--- src/rtl/mux_scan_seq_pkg.sv ---
// Shared types and constants for the serial word scanner.
package mux_scan_pkg;

  localparam int WORD_W = 16;
  localparam int SEL_W  = 4;

  // Scanner occupancy: nothing, active word only, active plus held word.
  typedef enum logic [1:0] {
    ST_IDLE      = 2'd0,
    ST_SCAN      = 2'd1,
    ST_SCAN_HELD = 2'd2
  } scan_state_e;

  // First select of a word for the chosen scan direction.
  function automatic logic [SEL_W-1:0] SEL_FIRST(input bit msb_first);
    return msb_first ? 4'd15 : 4'd0;
  endfunction

  // Final select of a word for the chosen scan direction.
  function automatic logic [SEL_W-1:0] SEL_LAST(input bit msb_first);
    return msb_first ? 4'd0 : 4'd15;
  endfunction

endpackage

--- src/rtl/mux_scan_seq_if.sv ---
// Word-in / bit-out handshake bundle for the scanner.
interface mux_scan_seq_if;
  import mux_scan_pkg::*;

  logic              in_valid;
  logic [WORD_W-1:0] in_data;
  logic              in_ready;
  logic              out_valid;
  logic              out_ready;
  logic              out_bit;
  logic [SEL_W-1:0]  out_sel;
  logic              out_last;
  logic              busy;

  // Scanner side.
  modport slave (
    input  in_valid, in_data, out_ready,
    output in_ready, out_valid, out_bit, out_sel, out_last, busy
  );

  // Producer/consumer side.
  modport master (
    output in_valid, in_data, out_ready,
    input  in_ready, out_valid, out_bit, out_sel, out_last, busy
  );
endinterface

--- src/rtl/mux_scan_seq_mux.sv ---
// 16:1 bit selector driven by the scanner.
module mux_16_1 (
  input  logic [15:0] in,
  input  logic [3:0]  sel,
  output logic        out
);
  assign out = in[sel];
endmodule

--- src/rtl/mux_scan_seq.sv ---
// Scans 16-bit words out one bit per accepted beat through a 16:1 mux,
// with a one-word holding register for gapless word-to-word streaming.
module mux_scan_seq
  import mux_scan_pkg::*;
#(
  parameter bit MSB_FIRST = 1'b0
) (
  input  logic           clk,
  input  logic           rst_n,
  mux_scan_seq_if.slave  bus
);

  localparam logic [SEL_W-1:0] START_SEL = SEL_FIRST(MSB_FIRST);
  localparam logic [SEL_W-1:0] END_SEL   = SEL_LAST(MSB_FIRST);
  localparam logic [SEL_W-1:0] SEL_ONE   = {{(SEL_W-1){1'b0}}, 1'b1};

  scan_state_e       state_q;
  logic [SEL_W-1:0]  sel_q;
  logic [SEL_W-1:0]  sel_d;
  logic [WORD_W-1:0] active_q;
  logic [WORD_W-1:0] hold_q;

  logic act_full_s;
  logic hold_full_s;
  logic in_fire_s;
  logic out_fire_s;
  logic last_s;
  logic out_bit_s;

  assign act_full_s  = (state_q != ST_IDLE);
  assign hold_full_s = (state_q == ST_SCAN_HELD);
  assign in_fire_s   = bus.in_valid & ~hold_full_s;
  assign out_fire_s  = act_full_s & bus.out_ready;
  assign last_s      = act_full_s & (sel_q == END_SEL);

  // Next select within a word; only used when the current beat is not the last.
  always_comb begin
    sel_d = sel_q;
    if (MSB_FIRST) begin
      sel_d = sel_q - SEL_ONE;
    end else begin
      sel_d = sel_q + SEL_ONE;
    end
  end

  // Occupancy FSM plus active/hold word and select registers.
  always_ff @(posedge clk or negedge rst_n) begin
    if (!rst_n) begin
      state_q  <= ST_IDLE;
      sel_q    <= START_SEL;
      active_q <= 16'h0000;
      hold_q   <= 16'h0000;
    end else begin
      case (state_q)
        ST_IDLE: begin
          if (in_fire_s) begin
            active_q <= bus.in_data;
            sel_q    <= START_SEL;
            state_q  <= ST_SCAN;
          end
        end
        ST_SCAN: begin
          if (out_fire_s && last_s) begin
            if (in_fire_s) begin
              // Word ends and the next one arrives together: bypass the hold slot.
              active_q <= bus.in_data;
              sel_q    <= START_SEL;
            end else begin
              state_q <= ST_IDLE;
            end
          end else begin
            if (out_fire_s) begin
              sel_q <= sel_d;
            end
            if (in_fire_s) begin
              hold_q  <= bus.in_data;
              state_q <= ST_SCAN_HELD;
            end
          end
        end
        ST_SCAN_HELD: begin
          if (out_fire_s) begin
            if (last_s) begin
              active_q <= hold_q;
              sel_q    <= START_SEL;
              state_q  <= ST_SCAN;
            end else begin
              sel_q <= sel_d;
            end
          end
        end
        default: begin
          state_q <= ST_IDLE;
        end
      endcase
    end
  end

  mux_16_1 u_mux (
    .in  (active_q),
    .sel (sel_q),
    .out (out_bit_s)
  );

  assign bus.in_ready  = ~hold_full_s;
  assign bus.out_valid = act_full_s;
  assign bus.out_bit   = out_bit_s;
  assign bus.out_sel   = sel_q;
  assign bus.out_last  = last_s;
  assign bus.busy      = act_full_s | hold_full_s;

endmodule

--- src/flat_wrapper.sv ---
// flat-port wrapper written by rule: the top's interface ports become plain ports
module mux_scan_seq_flat import mux_scan_pkg::*;
#(
  parameter bit MSB_FIRST = 1'b0
)
  (clk, rst_n, bus_in_valid, bus_in_data, bus_out_ready, bus_in_ready, bus_out_valid, bus_out_bit, bus_out_sel, bus_out_last, bus_busy);
  mux_scan_seq_if bus_i ();
  input  logic clk;
  input  logic rst_n;
  input wire logic [$bits(bus_i.in_valid)-1:0] bus_in_valid;
  input wire logic [$bits(bus_i.in_data)-1:0] bus_in_data;
  input wire logic [$bits(bus_i.out_ready)-1:0] bus_out_ready;
  output wire logic [$bits(bus_i.in_ready)-1:0] bus_in_ready;
  output wire logic [$bits(bus_i.out_valid)-1:0] bus_out_valid;
  output wire logic [$bits(bus_i.out_bit)-1:0] bus_out_bit;
  output wire logic [$bits(bus_i.out_sel)-1:0] bus_out_sel;
  output wire logic [$bits(bus_i.out_last)-1:0] bus_out_last;
  output wire logic [$bits(bus_i.busy)-1:0] bus_busy;
  assign bus_i.in_valid = bus_in_valid;
  assign bus_i.in_data = bus_in_data;
  assign bus_i.out_ready = bus_out_ready;
  assign bus_in_ready = bus_i.in_ready;
  assign bus_out_valid = bus_i.out_valid;
  assign bus_out_bit = bus_i.out_bit;
  assign bus_out_sel = bus_i.out_sel;
  assign bus_out_last = bus_i.out_last;
  assign bus_busy = bus_i.busy;
  mux_scan_seq #(.MSB_FIRST(MSB_FIRST)) u_core (.clk(clk), .rst_n(rst_n), .bus(bus_i));
endmodule
--- config.mk ---
export PLATFORM = sky130hd
export DESIGN_NAME = mux_scan_seq_flat
export DESIGN_NICKNAME = d
export VERILOG_FILES = /design/src/rtl/mux_scan_seq_pkg.sv /design/src/rtl/mux_scan_seq_if.sv /design/src/rtl/mux_scan_seq_mux.sv /design/src/rtl/mux_scan_seq.sv /design/src/flat_wrapper.sv
export SDC_FILE = /design/constraint.sdc
export NUM_CORES = 1
export LEC_CHECK = 0
export CAP_MARGIN = 40
export CELL_PAD_IN_SITES_DETAIL_PLACEMENT = 2
export CELL_PAD_IN_SITES_GLOBAL_PLACEMENT = 2
export CORE_MARGIN = 2
export CORE_UTILIZATION = 37
export DETAILED_ROUTE_END_ITERATION = 12
export PLACE_DENSITY = 0.83
export SLEW_MARGIN = 30
export SYNTH_ARGS = -nofsm -noshare
export SYNTH_HDL_FRONTEND = slang
export SYNTH_SLANG_ARGS = --single-unit
--- constraint.sdc ---
create_clock -name clk -period 2.9 [get_ports clk]
set_input_delay 0.58 -clock clk [delete_from_list [all_inputs] [get_ports clk]]
set_output_delay 0.58 -clock clk [all_outputs]
set_load 0.02 [all_outputs]
==> run metrics <==
slowest cell on the critical path=dfrtp_2; CP cell instances=mux4_2 > a22oi_1 > nand2_1 > clkdlybuf4s50_1; Req. time, crit path=2.32 ns; Seq/Total Area, Yosys=0.463; DP Area=2420 um2; Num CTS Buffers=5; Netlist cell types=35; share of cells above drive strength 1=0.357; setup TNS=0 ns; most frequent cells in the layout=48 x mux2_2, 37 x dfrtp_1, 28 x clkdlybuf4s50_1; Routed WL=5.18 mm; Area growth syn-to-layout=22.4%; vias per std cell=about 5.4; first-pass GRT wire length=8.93 mm; via count=1439; crit path capture type=output port; final antenna-violating net count=0; Max Clock Skew=around 0.0043 ns; pre-CTS setup slack=roughly 0.19 ns; largest net degree at the start of global routing=39; FILL cells=around 540; final max-slew violation count=0; syn_area_per_cell=12.8 um2; clock sinks=38; Max-Cap Viols=0; syn_nets=187; Iter 0 DRT Violations=20; Total GRT Usage=0.188; final setup violation count=0; vias in the first global route=1688; cell area after layout=2510 um2; Final Util=0.462; commonest non-fill, non-tap cell in the layout=mux2_2; Total Nets Final=around 220; slew margin rel.=0.653; Tmin final=about 2.8 ns; setup slack, reg-to-reg=0.61 ns; RSZ-0062 raised after global routing=no; CTS Hold Buffers Added=0; clk buf depth=2; core area=5440 um2; post-synthesis cell count=161; Row Count=27; max incr delay on CP=0.55 ns; Mapped Area=just over 2000 um2; clock latency at the later pin of the worst-skew pair=0.29 ns; #FFs+latches synth=38; setup ws final=0.0791 ns; Worst Hold Class=flip-flop to flip-flop; Die H=78.5 um; arrival time at the worst endpoint=2.24 ns; Worst IR Drop VDD=398 uV; Post-CTS Setup Inserts=0; status=complete, no violations; Lkg Pwr=1.04 nW; detailed-router iteration count before antenna repair=4; PortBufs=28; die area=just over 6000 um2; total grt overflow=0; Diodes inserted=0; CTS tree=built; H-Tree Level Count=2; drt wl/cell=about 19 um; clk root buf=clkbuf_8; Final Cycle Share=0.973; Top-Level Pins=29; critical path fanouts, max=12; Remaining DRCs=0; Tightest Pin Transition=0.508 ns; initial antenna violation count=0; Yosys warning count=0; GPL Wtd Cong=0.817; Post-DP HPWL=3.98 mm; pwr dens=990 nW/um2; clock transition at the registers of the reported paths=~0.070 ns; fmax=354 MHz; Setup crit start kind=flip-flop; Final Hold Viols=0; die width=78.5 um; kind of critical path=flip-flop to output port; initial core utilization=0.378
final timing paths:
kind                                                    from                                 to  cells after the start
max                        u_core.bus.out_sel[0]$_DFFE_PN0P_                        bus_out_bit                      4
min in group asynchronous                              rst_n      u_core.hold_q[11]$_DFFE_PN0P_                      2
max in group asynchronous                              rst_n  u_core.bus.out_sel[0]$_DFFE_PN0P_                      2
max reg2reg                    u_core.state_q[0]$_DFFE_PN0P_    u_core.active_q[15]$_DFFE_PN0P_                      8
min reg2reg                     u_core.hold_q[2]$_DFFE_PN0P_       u_core.hold_q[2]$_DFFE_PN0P_                      1
min                             u_core.hold_q[2]$_DFFE_PN0P_       u_core.hold_q[2]$_DFFE_PN0P_                      1
where the power goes:
group	internal [mW]	leakage, nW	switching, mW
clock network	0.161	0.0438	0.182
logic	0.637	0.539	0.543
registers	0.788	0.457	0.179
total	1.59	1.04	0.904
flip-flops by register name, indices dropped and copies added (netlist names):
signal / flops
u_core.active_q: 16
u_core.bus.out_sel: 4
u_core.hold_q: 16
u_core.state_q: 2
layer usage:
metal | GRT usage | part of all wire | wire [um] | up-vias
li1 | - | - | - | 649
met1 | 0.211 | 0.39 | 2020 | 753
met2 | 0.349 | 0.57 | 2930 | 28
met3 | 0.0379 | 0.029 | 152 | 9
met4 | 0.0719 | 0.016 | 83 | 0
met5 | 0 | 0 | 0 | -
cells in the mapped netlist:
master,number,area (um2)
a221oi_1,2,17.5
xnor2_1,2,17.5
mux2i_1,5,50.1
nor2_1,8,30.0
o21a_1,1,7.51
a211oi_1,1,7.51
o211ai_1,1,7.51
mux2_2,48,541
o21ai_0,4,20.0
nand2_2,1,6.26
inv_1,9,33.8
a31o_2,1,8.76
a21boi_4,1,18.8
nand2_1,5,18.8
a21oi_1,2,10.0
nand3_1,1,5.00
nor3_1,1,5.00
and4b_1,1,10.0
nand2b_1,1,6.26
o32ai_1,1,8.76
a311o_1,1,10.0
and2_1,1,6.26
buf_6,3,33.8
a41oi_1,1,8.76
a22oi_1,1,7.51
dfrtp_1,38,951
mux4_2,2,45.0
a2111oi_0,1,8.76
ha_1,6,75.1
nand4bb_1,1,11.3
buf_1,1,3.75
buf_2,2,10.0
nor3_4,1,16.3
nor2b_1,3,18.8
a31oi_1,3,18.8
critical path: cells and delay by family (launching register included):
kind | cells | cell delay [ns]
AOI/OAI and AO/OA | 1 | 0.21
buffers and inverters | 1 | 0.55
DFF | 1 | 0.55
muxes | 1 | 0.54
and+or+nand+nor | 1 | 0.10
through the flow:
stage	total power, mW	hold WS (ns)	instances
CTS	2.52	0.507	268
global route	2.68	0.533	268
finish	2.49	0.504	268
global placement	2.04	0.482	261
floorplan	1.77	0.284	161
detailed placement	2.16	0.491	261
final cells by class:
cell class | count | area, um2 | area share
Sequential cell | 38 | 952 | 0.379
Clock buffer | 5 | 68.8 | 0.0274
Timing Repair Buffer | 34 | 325 | 0.129
Multi-Input combinational cell | 108 | 1030 | 0.411
Clock inverter | 2 | 10.0 | 0.00398
Inverter | 9 | 33.8 | 0.0134
Tap cell | 72 | 90.1 | 0.0358
logic make-up (layout without fill, tap and decap cells):
family,count (synthesis),after routing,synth area share
muxes,55,55,0.309
DFF,38,38,0.463
and+or+nand+nor,24,24,0.0652
AOI/OAI and AO/OA,21,21,0.0780
buffers and inverters,15,50,0.0396
adders and majority gates,6,6,0.0365
xor gates and xnor gates,2,2,0.00853
timing repair:
| item | in CTS | in global routing |
|---|---|---|
| resized for setup | 1 | 2 |
| endpoints found under the hold margin | 0 | 0 |
| setup endpoints to repair | 1 | 1 |
Power figures use the tool's default switching activity.
